$ cat src/rtl/riscv_pkg.sv
// riscv_pkg: definitions shared across the single-cycle RISC-V core.
//   XLEN          - datapath width
//   NOP_INSTR     - canonical NOP (addi x0, x0, 0), used as the IF/ID reset payload
//   fetch_state_t - fetch-stage state machine encoding
//   addr_legal()  - word-aligned and in-range check for instruction addresses
package riscv_pkg;

   localparam int unsigned XLEN = 32;

   localparam logic [XLEN-1:0] NOP_INSTR = 32'h0000_0013;

   typedef enum logic [1:0] {
      BOOT,
      RUN,
      FAULT
   } fetch_state_t;

   // The limit is widened by two bits so that 4*mem_depth cannot overflow and
   // any address that wrapped past 2^32 is still caught by the range test.
   function automatic logic addr_legal(input logic [XLEN-1:0] addr,
                                       input int unsigned     mem_depth);
      logic [XLEN+1:0] limit;
      limit = (XLEN+2)'(mem_depth) << 2;
      return (addr[1:0] == 2'b00) && ({2'b00, addr} < limit);
   endfunction

endpackage

$ cat src/rtl/fetch_unit.sv
// fetch_unit: instruction-fetch stage. Owns the program counter, drives the
// combinational imem address and captures each returned word with its PC in an
// IF/ID register handed to decode over a valid/ready handshake. Branch/jump
// redirects replace the PC; an illegal fetch or redirect address parks the
// stage in a sticky fault until reset.
//
// Ports:
//   clk                - rising-edge clock
//   rst_n              - asynchronous active-low reset
//   imem_addr_o        - current fetch PC, to imem
//   imem_instr_i       - instruction word at imem_addr_o (combinational)
//   redirect_valid_i   - taken branch/jump this cycle
//   redirect_target_i  - new fetch byte address
//   out_valid_o        - IF/ID register holds a valid instruction
//   out_ready_i        - decode accepts this cycle
//   out_pc_o           - PC of out_instr_o
//   out_instr_o        - fetched instruction
//   out_pc_plus4_o     - out_pc_o + 4
//   fault_o            - sticky fetch fault
//   fault_pc_o         - offending address
module fetch_unit
   import riscv_pkg::*;
#(
   parameter logic [31:0] RESET_PC  = 32'h0000_0000,
   parameter int unsigned MEM_DEPTH = 256
) (
   input  logic        clk,
   input  logic        rst_n,
   output logic [31:0] imem_addr_o,
   input  logic [31:0] imem_instr_i,
   input  logic        redirect_valid_i,
   input  logic [31:0] redirect_target_i,
   output logic        out_valid_o,
   input  logic        out_ready_i,
   output logic [31:0] out_pc_o,
   output logic [31:0] out_instr_o,
   output logic [31:0] out_pc_plus4_o,
   output logic        fault_o,
   output logic [31:0] fault_pc_o
);

   fetch_state_t state_q, state_d;

   logic [XLEN-1:0] fetch_pc_q, fetch_pc_d;
   logic            out_valid_q, out_valid_d;
   logic [XLEN-1:0] out_pc_q, out_pc_d;
   logic [XLEN-1:0] out_pc_plus4_q, out_pc_plus4_d;
   logic [XLEN-1:0] out_instr_q, out_instr_d;
   logic            fault_q, fault_d;
   logic [XLEN-1:0] fault_pc_q, fault_pc_d;

   logic            load_req;
   logic            do_redirect;
   logic            do_load;
   logic            do_fault;
   logic [XLEN-1:0] fault_addr;
   logic [XLEN-1:0] fetch_pc_inc;

   assign fetch_pc_inc = fetch_pc_q + 32'd4;

   // State register
   always_ff @(posedge clk or negedge rst_n) begin
      if (!rst_n) begin
         state_q <= BOOT;
      end else begin
         state_q <= state_d;
      end
   end

   // Next-state logic: BOOT lasts exactly one cycle, FAULT is terminal.
   always_comb begin
      state_d = state_q;
      unique case (state_q)
         BOOT, RUN: state_d = do_fault ? FAULT : RUN;
         FAULT:     state_d = FAULT;
         default:   state_d = BOOT;
      endcase
   end

   // Control outputs. A redirect always outranks a load; the slot can be
   // refilled when it is empty or its occupant is being taken this cycle.
   always_comb begin
      load_req    = !out_valid_q || out_ready_i;
      do_redirect = 1'b0;
      do_load     = 1'b0;
      do_fault    = 1'b0;
      fault_addr  = '0;
      if (state_q != FAULT) begin
         if (redirect_valid_i) begin
            if (addr_legal(redirect_target_i, MEM_DEPTH)) begin
               do_redirect = 1'b1;
            end else begin
               do_fault   = 1'b1;
               fault_addr = redirect_target_i;
            end
         end else if (load_req) begin
            if (addr_legal(fetch_pc_q, MEM_DEPTH)) begin
               do_load = 1'b1;
            end else begin
               do_fault   = 1'b1;
               fault_addr = fetch_pc_q;
            end
         end
      end
   end

   // Datapath next-state: everything holds unless a control strobe fires.
   always_comb begin
      fetch_pc_d     = fetch_pc_q;
      out_valid_d    = out_valid_q;
      out_pc_d       = out_pc_q;
      out_pc_plus4_d = out_pc_plus4_q;
      out_instr_d    = out_instr_q;
      fault_d        = fault_q;
      fault_pc_d     = fault_pc_q;
      if (do_redirect) begin
         // The held instruction is wrong-path; drop it even if it is stalled.
         fetch_pc_d  = redirect_target_i;
         out_valid_d = 1'b0;
      end
      if (do_load) begin
         out_instr_d    = imem_instr_i;
         out_pc_d       = fetch_pc_q;
         out_pc_plus4_d = fetch_pc_inc;
         out_valid_d    = 1'b1;
         fetch_pc_d     = fetch_pc_inc;
      end
      if (do_fault) begin
         fault_d     = 1'b1;
         fault_pc_d  = fault_addr;
         out_valid_d = 1'b0;
      end
   end

   always_ff @(posedge clk or negedge rst_n) begin
      if (!rst_n) begin
         fetch_pc_q     <= RESET_PC;
         out_valid_q    <= 1'b0;
         out_pc_q       <= '0;
         out_pc_plus4_q <= 32'd4;
         out_instr_q    <= NOP_INSTR;
         fault_q        <= 1'b0;
         fault_pc_q     <= '0;
      end else begin
         fetch_pc_q     <= fetch_pc_d;
         out_valid_q    <= out_valid_d;
         out_pc_q       <= out_pc_d;
         out_pc_plus4_q <= out_pc_plus4_d;
         out_instr_q    <= out_instr_d;
         fault_q        <= fault_d;
         fault_pc_q     <= fault_pc_d;
      end
   end

   assign imem_addr_o    = fetch_pc_q;
   assign out_valid_o    = out_valid_q;
   assign out_pc_o       = out_pc_q;
   assign out_pc_plus4_o = out_pc_plus4_q;
   assign out_instr_o    = out_instr_q;
   assign fault_o        = fault_q;
   assign fault_pc_o     = fault_pc_q;

endmodule

$ cat config.mk
export PLATFORM = sky130hd
export DESIGN_NAME = fetch_unit
export DESIGN_NICKNAME = d
export VERILOG_FILES = /design/src/rtl/riscv_pkg.sv /design/src/rtl/fetch_unit.sv
export SDC_FILE = /design/constraint.sdc
export NUM_CORES = 1
export LEC_CHECK = 0
export CAP_MARGIN = 30
export CORE_MARGIN = 3
export CORE_UTILIZATION = 40
export CTS_CLUSTER_DIAMETER = 120
export CTS_CLUSTER_SIZE = 30
export DETAILED_ROUTE_END_ITERATION = 10
export GPL_ROUTABILITY_DRIVEN = 0
export MAX_ROUTING_LAYER = met4
export PLACE_DENSITY_LB_ADDON = 0.1
export SYNTH_ARGS = -nofsm -noshare
export SYNTH_HDL_FRONTEND = slang
export SYNTH_SLANG_ARGS = --single-unit
$ cat constraint.sdc
create_clock -name clk -period 2 [get_ports clk]
set_input_delay 0.4 -clock clk [delete_from_list [all_inputs] [get_ports clk]]
set_output_delay 0.4 -clock clk [all_outputs]
set_load 0.05 [all_outputs]
==> summary.txt, run 1 <==
STA
  • Worst Clk Skew: 0.0107 ns
  • Fin worst setup slack: -0.0354 ns
  • Min Hold Slack: between 0.3 and 0.4 ns
  • Fin crit share: 1.02
  • Final setup violation count: 16
  • Unrepaired setup endpoints after global routing: yes
  • Max-slew headroom: 0.637
  • Final worst path period need: 2.04 ns
  • Highest Clock Rate: 491 MHz
  • Fin. Hold Viols: 0
  • Slew Viols, Final: 0
  • Worst-Margin Slew: about 0.55 ns

Setup path
  • CP max FO: 5
  • R2R depth: 6
  • CP startpoint kind: register
  • Worst Setup Path Type: register to register
  • Setup crit end kind: register
  • CP required: 2.30 ns
  • CP arrival: around 2.3 ns

Synthesis
  • Yosys top cell area share: 0.588
  • Yosys cell types: 48
  • Post-synthesis register bit count: 162
  • Number of synthesized flops with an enable pin: 0
  • Synth Area per Inst: 12.0 sq um
  • Post-Syn Instances: 559
  • Post-synth top area cell: dfrtp_1
  • Synth warn: 0
  • Top post-synthesis cells by count: dfrtp_1 (158), nand2_1 (131), and2_1 (69), mux2_2 (28), mux2_4 (28)
  • Syn_nets: around 630
  • Seq/Total Area, Yosys: 0.604
  • Post-synth top flop: dfrtp_1
  • Mapped Area: 6720 sq um
  • Top post-synthesis cells by area: dfrtp_1 (59%), nand2_1 (7.3%), and2_1 (6.4%)
  • Most common cell in the netlist: dfrtp_1
  • Synth async-reset ratio: 1.00

Clock network
  • Number of buffers created by CTS: 17
  • Clock buffer depth: 2
  • Sink Count: 162
  • H-Tree Depth: 4
  • CTS clk-pin slew, worst paths: 0.07 ns
  • Clock Latency Late Sink: approximately 0.42 ns
  • CTS tree: yes
  • Root buffer cell: clkbuf_16

Run status
  • Failing checks: negative setup slack
  • Status: finished with violations

Place
  • IO buf count: approximately 230
  • Area after DPL: 9510 sq um
  • HPWL after DPL: roughly 13000 microns

GRT
  • Overall Global Routing Usage: 0.200
  • Initial antenna violation count: 0
  • First-pass GRT wire length: 28000 microns
  • Vias in the first global route: 5180
  • Overflow after GRT: 0
  • Largest net degree at the start of global routing: 66

Routing
  • DRC viols: 0
  • DR WL/cell: 16.6 microns
  • DR vias/cell: ~4.7
  • Vias: 4987
  • Post-Route WL: 17600 microns
  • Detail Route Antenna Nets: 0
  • 1st-iter DRT viols: ~190
  • First-pass DRT Iterations: 4

Layout
  • Design area: between 10000 and 15000 sq um
  • Final core occ: 0.636
  • Area grow syn2layout: 52.9%
  • Share of layout cells above drive strength 1: 0.279
  • Diode count: 0
  • Final net count: 902

Die
  • DIE WIDTH: 136 microns
  • Die area: approximately 18000 sq um
  • Core Footprint: ~16000 sq um
  • I/O pins: between 200 and 250
  • Starting density of the core: 0.416
  • Die H: 136 microns
  • Row cnt: 46

Min path
  • Worst min path class: primary input to asynchronous set/reset pin

Job
  • Max-capacitance violation count: 0

Pwr
  • Total power: 10.4 mW
  • Pwr dens: 1010 nW/um^2
  • Peak VDD IR: 661 uV
  • Pleak: ~6.0 nW
## path summary, 6_finish.rpt
kind | from | endpoint | slack [ns]
max | imem_addr_o[24]$_DFFE_PN0P_ | imem_addr_o[3]$_DFFE_PN0P_ | -0.04
min | rst_n | out_instr_o[17]$_DFFE_PN0N_ | 0.39
max reg2reg | imem_addr_o[24]$_DFFE_PN0P_ | imem_addr_o[3]$_DFFE_PN0P_ | -0.04
min reg2reg | fault_o$_DFFE_PN0P_ | fault_o$_DFFE_PN0P_ | 0.46
max in group asynchronous | rst_n | out_pc_plus4_o[2]$_DFFE_PN1N_ | 0.99
min in group clk | fault_o$_DFFE_PN0P_ | fault_o$_DFFE_PN0P_ | 0.46
## flip-flops by register name, summed over array words and instances (netlist names)
name            flops
state_q             2
fault_o             1
imem_addr_o        32
out_pc_o           32
fault_pc_o         32
out_valid_o         1
out_instr_o        32
out_pc_plus4_o     30
## cells by family (layout without fill, tap and decap cells)
logic type | after synthesis | after routing | synth area share
AND/OR/NAND/NOR | 254 | 254 | 0.201
adder cells (fa/ha/maj) | 1 | 1 | 0.00186
flip-flops | 162 | 162 | 0.604
XOR/XNOR | 4 | 4 | 0.00521
buffers and inverters | 37 | 324 | 0.0294
AO/OA/AOI/OAI | 37 | 37 | 0.0365
multiplexers | 64 | 64 | 0.122
## cell type report
cell class | instances | area, sq um
well taps | 216 | 270
clock buffers | 18 | 439
multi-input cells | 360 | 2510
fillers | 1296 | 5890
flip-flops and latches | 162 | 4080
clock inverters | 14 | 178
inverters | 5 | 18.8
repair buffers | 287 | 2790
## through the flow
stage	TNS [ns]	cells	worst slack, ns
floorplan	0	559	0.0190
global route	-2.87	1062	-0.109
detailed placement	-28.59	1026	-0.445
finish	-0.274	1062	-0.0354
CTS	-0.0622	1059	-0.0355
global placement	-27.85	1026	-0.449
## critical path, stage by stage, from the launching register on
cell and delay (ns):
dfrtp_2 0.43, nor4_4 0.38, nand4_4 0.17, nor3_4 0.24, buf_12 0.14, mux2_4 0.30, mux2_4 0.26
## metal layers
metal | global-route usage | part of all wire | vias up
li1 | - | - | 2406
met1 | 0.269 | 0.45 | 2412
met2 | 0.309 | 0.48 | 154
met3 | 0.0479 | 0.057 | 15
met4 | 0.0476 | 0.011 | 0
met5 | - | 0 | -
## power breakdown
part	internal, mW	total [mW]	switching (mW)
registers	3.65	3.88	0.230
clock network	2.02	3.38	1.36
logic	1.11	3.16	2.05
## cell usage in the layout (no fill, tap or decap), types with 17 or more instances in the layout
cell	count
dlygate4sd2_1	55
buf_4	98
dfrtp_1	143
clkbuf_16	17
nand2_1	131
mux2_4	32
dlymetal6s2s_1	51
mux2_2	26
and2_1	69
clkdlybuf4s50_1	69
## what timing repair did
| action | 4_1_cts | 5_1_grt |
|---|---|---|
| pin swaps | 3 | 4 |
| setup buffers | 0 | 3 |
| hold buffers | 1 | 0 |
| resized for setup | 60 | 58 |
| setup endpoints to repair | 63 | 91 |
| endpoints found under the hold margin | 15 | 0 |
No activity file was read; power rests on OpenSTA's default activity.
==> run 2, diff against run 1 <==
--- a/config.mk
+++ b/config.mk
@@ -7,11 +7,10 @@
 export LEC_CHECK = 0
 export CAP_MARGIN = 30
 export CORE_MARGIN = 3
-export CORE_UTILIZATION = 40
+export CORE_UTILIZATION = 41
 export CTS_CLUSTER_DIAMETER = 120
 export CTS_CLUSTER_SIZE = 30
 export DETAILED_ROUTE_END_ITERATION = 10
-export GPL_ROUTABILITY_DRIVEN = 0
 export MAX_ROUTING_LAYER = met4
 export PLACE_DENSITY_LB_ADDON = 0.1
 export SYNTH_ARGS = -nofsm -noshare
==> summary.txt, run 2 (synthesis gave the netlist of run 1 again) <==
Routing
  • DR WL met3: 949 microns (-5.4%)
  • 1st-iter DRT viols: 236 (+26%)
  • DRC viols: 0 (unchanged)
  • Detail Route Antenna Nets: 0 (unchanged)
  • Vias: 5062 (+1.5%)
  • DR vias/cell: 4.77 (+1.6%)
  • Met2 Routed Length: 8670 microns (+2.9%)
  • Post-Route WL: 18000 microns (+2.0%)
  • DR WL/cell: 16.9 microns (+2.1%)
  • Met1 Wirelength: 8110 microns (+1.3%)
  • First-pass DRT Iterations: 4 (unchanged)
  • Uppermost layer routed: met4

Clock network
  • CTS clk-pin slew, worst paths: 0.06 ns (about the same)
  • Root buffer cell: clkbuf_16
  • Number of buffers created by CTS: 17 (unchanged)
  • Clock Latency Late Sink: 0.42 ns (about the same)
  • H-Tree Depth: 4 (unchanged)
  • Clock buffer depth: 2 (unchanged)
  • CTS tree: yes
  • Sink Count: 162 (unchanged)

Place
  • Pre-CTS setup slack: -0.540 ns (-0.0950 ns)
  • IO buf count: 229 (unchanged)
  • HPWL after DPL: 13000 microns (+1.2%)
  • Placer Congestion: a little under 0.8
  • Cells after DPL: 1019 (-0.68%)

Layout
  • Sequential Area: 4080 sq um (unchanged)
  • Fill count: 1284 (-0.93%)
  • Post-Layout Cell Count: 1061 (-0.094%)
  • Final net count: 901 (-0.11%)
  • Final core occ: 0.641 (+0.00526)
  • Area grow syn2layout: 52.0%
  • Share of layout cells above drive strength 1: 0.282 (+0.00270)
  • Commonest non-fill, non-tap cell in the layout: dfrtp_1
  • Most frequent cells in the layout: dfrtp_1 (143), nand2_1 (131), buf_4 (96), dlygate4sd2_1 (73), and2_1 (69)
  • Diode count: 0 (unchanged)
  • Area of the multi-input gates: 2530 sq um (+1.0%)

Pwr
  • Total power: 10.3 mW (-1.0%)
  • Combinational fraction of design power: 0.307 (+0.004)
  • Psw: 3.62 mW (-0.65%)
  • Pleak: 5.80 nW (-4.1%)
  • Pwr dens: 1010 nW/um^2 (-0.40%)
  • Internal cell power: 6.69 mW (-1.2%)
  • Clock power share: 0.317 (-0.007)
  • Sw Ratio: 0.351 (+0.00126)
  • Sequential Power Share: 0.376 (+0.004)
  • Peak VDD IR: 707 uV (+7.0%)

Die
  • Starting density of the core: 0.422 (+0.00600)
  • I/O pins: 230 (unchanged)
  • Row cnt: 46 (unchanged)
  • DIE WIDTH: 134 microns (-1.2%)
  • Die area: 18000 sq um (-2.3%)
  • Core Footprint: 15900 sq um (-1.4%)
  • Die H: 134 microns (-1.2%)

GRT
  • Overall Global Routing Usage: 0.210 (+0.00995)
  • Vias in the first global route: 5372 (+3.7%)
  • Overflow after GRT: 0 (unchanged)
  • Initial antenna violation count: 0 (unchanged)
  • Largest net degree at the start of global routing: 51 (-23%)
  • First-pass GRT wire length: 28900 microns (+3.3%)

STA
  • Worst-Margin Slew: 0.530 ns (-0.0170 ns)
  • Highest Clock Rate: 490 MHz (-0.28%)
  • Worst Clk Skew: 0.00925 ns (-0.00149 ns)
  • Min Hold Slack: 0.446 ns (+0.0598 ns)
  • Final worst path period need: 2.04 ns (+0.00577 ns)
  • Slew Viols, Final: 0 (unchanged)
  • Max-slew headroom: 0.646 (+0.00930)
  • Fin crit share: 1.02 (+0.00288)
  • Fin. Hold Viols: 0 (unchanged)
  • Fin worst setup slack: -0.0412 ns (-0.00577 ns)
  • Final setup violation count: 35 (+19)
  • Unrepaired setup endpoints after global routing: yes

Setup path
  • Setup crit end kind: register
  • Slowest cell on the critical path: dfrtp_2
  • CP max FO: 13 (+8)
  • CP startpoint kind: register
  • CP required: 2.30 ns (about the same)
  • Crit-path cells: nor4_4 -> buf_4 -> buf_4 -> nand3_1 -> o2bb2ai_4 -> nor3_4 -> buf_12 -> buf_12 -> mux2_4
  • Slowest stage delay, CP: 0.43 ns (about the same)
  • Largest delay share family, worst path: buffers and inverters
  • Crit path buf inv count: 4 (+3)
  • FF-to-FF Start: imem_addr_o[23]$_DFFE_PN0P_
  • Crit path from: imem_addr_o[23]$_DFFE_PN0P_
  • CP arrival: 2.34 ns (about the same)
  • Worst Setup Path Type: register to register

Run status
  • Status: finished with violations
  • Failing checks: negative setup slack

Job
  • Max-capacitance violation count: 0 (unchanged)

Min path
  • Worst min path class: primary input to asynchronous set/reset pin
## run 2: worst paths after layout
check                                             end  slack (ns)  depth (start not counted)
max in group asynchronous    out_pc_o[14]$_DFFE_PN0N_        0.83                          3
min in group clk           out_instr_o[4]$_DFFE_PN1N_        0.46                          2
hold reg to reg            out_instr_o[4]$_DFFE_PN1N_        0.46                          2
setup reg to reg            fault_pc_o[1]$_DFFE_PN0P_       -0.04                          9
setup / recovery            fault_pc_o[1]$_DFFE_PN0P_       -0.04                          9
hold / removal             out_instr_o[5]$_DFFE_PN0N_        0.45                          2
## run 2: power groups by stage
stage	logic (mW)	registers [mW]	clock network [mW]
detailed placement	3.22	3.94	0
CTS	3.19	3.88	3.35
global route	3.34	3.92	3.49
floorplan	0.818	5.13	0
global placement	3.17	3.93	0
finish	3.16	3.88	3.27
## run 2: routing by layer
layer	global-route usage	vias to the layer above
met5	-	-
met4	0.0588	0
met3	0.0476	21
met2	0.331	172
met1	0.275	2467
li1	-	2402
## run 2: area by class of cell
type	instances	share of cell area
clock buffers	21	0.0460
clock inverters	11	0.0126
inverters	5	0.00184
multi-input cells	360	0.248
flip-flops and latches	162	0.399
well taps	216	0.0264
repair buffers	286	0.266
## run 2: repair_timing
| action | CTS | global route |
|---|---|---|
| endpoints found under the setup margin | 126 | 80 |
| pin swaps | 3 | 1 |
| gates resized for setup | 85 | 39 |
| hold buffers | 1 | 0 |
| gates cloned | 1 | 0 |
| setup buffers | 6 | 3 |
| hold endpoints to repair | 27 | 0 |
## run 2: metrics by stage
step                instance area (sq um)  setup TNS [ns]
detailed placement                   9440          -38.00
CTS                                 10100          -0.138
finish                              10200           -1.06
global route                        10200           -3.42
global placement                     9440          -34.64
floorplan                            6740               0
==> run 3, diff against run 2 <==
--- a/config.mk
+++ b/config.mk
@@ -11,6 +11,7 @@
 export CTS_CLUSTER_DIAMETER = 120
 export CTS_CLUSTER_SIZE = 30
 export DETAILED_ROUTE_END_ITERATION = 10
+export GPL_TIMING_DRIVEN = 0
 export MAX_ROUTING_LAYER = met4
 export PLACE_DENSITY_LB_ADDON = 0.1
 export SYNTH_ARGS = -nofsm -noshare
==> summary.txt, run 3 (synthesis gave the netlist of run 1 again) <==
Run status
  • Status: finished with violations
  • Failing checks: negative hold slack, negative setup slack

Routing
  • DRC viols: 0 (unchanged)
  • Detail Route Antenna Nets: 0 (unchanged)
  • DR WL/cell: 18.3 microns (+8.1%)
  • First-pass DRT Iterations: 4 (unchanged)
  • 1st-iter DRT viols: 219 (-7.2%)
  • DR vias/cell: 4.91 (+2.9%)
  • Post-Route WL: 19700 microns (+9.5%)
  • Vias: 5277 (+4.2%)

Pwr
  • Clock power share: 0.308 (-0.009)
  • Sw Ratio: 0.351 (about the same)
  • Combinational fraction of design power: 0.330 (+0.023)
  • Sequential Power Share: 0.362 (-0.014)
  • Pwr dens: 988 nW/um^2 (-2.0%)
  • Pleak: 6.37 nW (+9.9%)
  • Peak VDD IR: 693 uV (-1.9%)
  • Psw: 3.82 mW (+5.7%)
  • Internal cell power: 7.07 mW (+5.6%)

Layout
  • Share of layout cells above drive strength 1: 0.326 (+0.0443)
  • Area grow syn2layout: 63.9%
  • Final net count: 916 (+1.7%)
  • Most frequent cells in the layout: dfrtp_1 (140), dlygate4sd2_1 (107), nand2_1 (67), clkdlybuf4s50_1 (67), and2_1 (64)
  • Diode count: 0 (unchanged)
  • Commonest non-fill, non-tap cell in the layout: dfrtp_1

Die
  • DIE WIDTH: 134 microns (unchanged)
  • Die H: 134 microns (unchanged)
  • Core Footprint: 15900 sq um (unchanged)
  • Row cnt: 46 (unchanged)
  • I/O pins: 230 (unchanged)
  • Starting density of the core: 0.422 (unchanged)
  • Die area: 18000 sq um (unchanged)

STA
  • Fin worst setup slack: -0.0497 ns (-0.00856 ns)
  • Slew Viols, Final: 0 (unchanged)
  • Final setup violation count: 30 (-14%)
  • Unrepaired setup endpoints after global routing: yes
  • Final worst path period need: 2.05 ns (+0.00856 ns)
  • Fin crit share: 1.02 (+0.00428)
  • Highest Clock Rate: 488 MHz (-0.42%)
  • Max-slew headroom: 0.524 (-0.122)
  • Worst Clk Skew: 0.00962 ns (+0.000364 ns)
  • Fin. Hold Viols: 1 (+1)
  • Worst-Margin Slew: 0.714 ns (+0.184 ns)
  • Setup TNS Final: -0.859 ns (+0.201 ns)
  • Min Hold Slack: -0.00634 ns (-0.453 ns)

Place
  • IO buf count: 229 (unchanged)
  • HPWL after DPL: 12900 microns (-1.3%)
  • Placer Congestion: 0.793 (-0.38%)

Setup path
  • Slowest cell on the critical path: dfrtp_2
  • Setup crit end kind: register
  • CP dominant cell by count: mux2_4
  • CP max FO: 4 (-9)
  • CP arrival: 2.35 ns (about the same)
  • Crit-path cells: nor4_4 -> buf_4 -> nand4_4 -> nor3_4 -> mux2_4 -> mux2_4
  • CP startpoint kind: register
  • Largest delay share family, worst path: simple AND/OR/NAND/NOR gates
  • Slowest stage delay, CP: 0.44 ns (about the same)
  • Worst Setup Path Type: register to register
  • Crit path buf inv count: 1 (-3)
  • CP required: 2.30 ns (about the same)

GRT
  • Overall Global Routing Usage: 0.213 (+0.00325)
  • First-pass GRT wire length: 29200 microns (+1.2%)
  • Overflow after GRT: 0 (unchanged)
  • Initial antenna violation count: 0 (unchanged)
  • Vias in the first global route: 5371 (-0.019%)
  • Largest net degree at the start of global routing: 88 (+73%)

Job
  • Max-capacitance violation count: 0 (unchanged)

Clock network
  • Sink Count: 162 (unchanged)
  • Clock buffer depth: 2 (unchanged)
  • H-Tree Depth: 4 (unchanged)
  • Clock Latency Late Sink: 0.42 ns (about the same)
  • CTS tree: yes
  • CTS clk-pin slew, worst paths: 0.06 ns (about the same)
  • Number of buffers created by CTS: 17 (unchanged)
  • Root buffer cell: clkbuf_16

Min path
  • Worst min path class: primary input to asynchronous set/reset pin
==> run 3: cell count changes in the layout (fill, tap and decap cells not counted), moves of 19 or more <==
cell	delta
buf_4	-66
dlygate4sd2_1	+34
dlymetal6s2s_1	+20
nand2_1	-64
nand2_2	+45
nand2_4	+19
==> run 3: through the flow <==
stage                     instance area [sq um]  power [mW]   util  std cells  worst slack (ns)
final                                     11000        10.9  0.691       1075           -0.0497
after global routing                      11000        11.3  0.691       1075            -0.138
after CTS                                 10200        10.6  0.641       1059            -0.137
after detailed placement                   9330        7.16  0.585       1005            -0.699
after global placement                     9310        7.09  0.584       1004             -6.42
after floorplan                            6740        5.94      -        559            0.0190
==> run 3: path summary, 6_finish.rpt <==
check / slack (ns) / startpoint / depth (start not counted) / endpoint
worst max-delay path: -0.05 / imem_addr_o[26]$_DFFE_PN0P_ / 6 / imem_addr_o[9]$_DFFE_PN0P_
worst min-delay path: -0.006 / rst_n / 1 / out_instr_o[16]$_DFFE_PN0N_
worst max register to register: -0.05 / imem_addr_o[26]$_DFFE_PN0P_ / 6 / imem_addr_o[9]$_DFFE_PN0P_
worst min register to register: 0.46 / fault_o$_DFFE_PN0P_ / 1 / fault_o$_DFFE_PN0P_
max in group asynchronous: 1.07 / rst_n / 2 / imem_addr_o[23]$_DFFE_PN0P_
min in group clk: 0.46 / fault_o$_DFFE_PN0P_ / 1 / fault_o$_DFFE_PN0P_
==> run 3: metal layers <==
layer  vias up  wire length, microns  global-route usage
met5         -                     0                   -
met4         0                   325              0.0645
met3        27                  1060              0.0514
met2       184                  9730               0.335
met1      2635                  8560               0.277
li1       2431                     -                   -
==> run 3: repair_timing <==
item                                    4_1_cts  5_1_grt
endpoints found under the setup margin      258      201
hold endpoints to repair                      0        0
hold buffers                                  0        0
pin swaps                                    10      101
buffers inserted                             20       11
gates resized for setup                     155      209
cloned                                        4        8
==> run 3: layout make-up <==
cell class	instances	area (sq um)
fillers	1180	4920
clock inverters	8	128
well taps	216	270
clock buffers	23	478
plain buffers	32	333
inverters	5	18.8
multi-input cells	360	2880
flip-flops and latches	162	4080
repair buffers	269	2830
==> run 3: power groups by stage <==
stage | Combinational (mW) | Sequential [mW] | Clock [mW]
detailed placement | 3.22 | 3.94 | 0
floorplan | 0.818 | 5.13 | 0
finish | 3.60 | 3.94 | 3.35
global route | 3.78 | 3.98 | 3.55
CTS | 3.27 | 3.87 | 3.42
global placement | 3.17 | 3.92 | 0
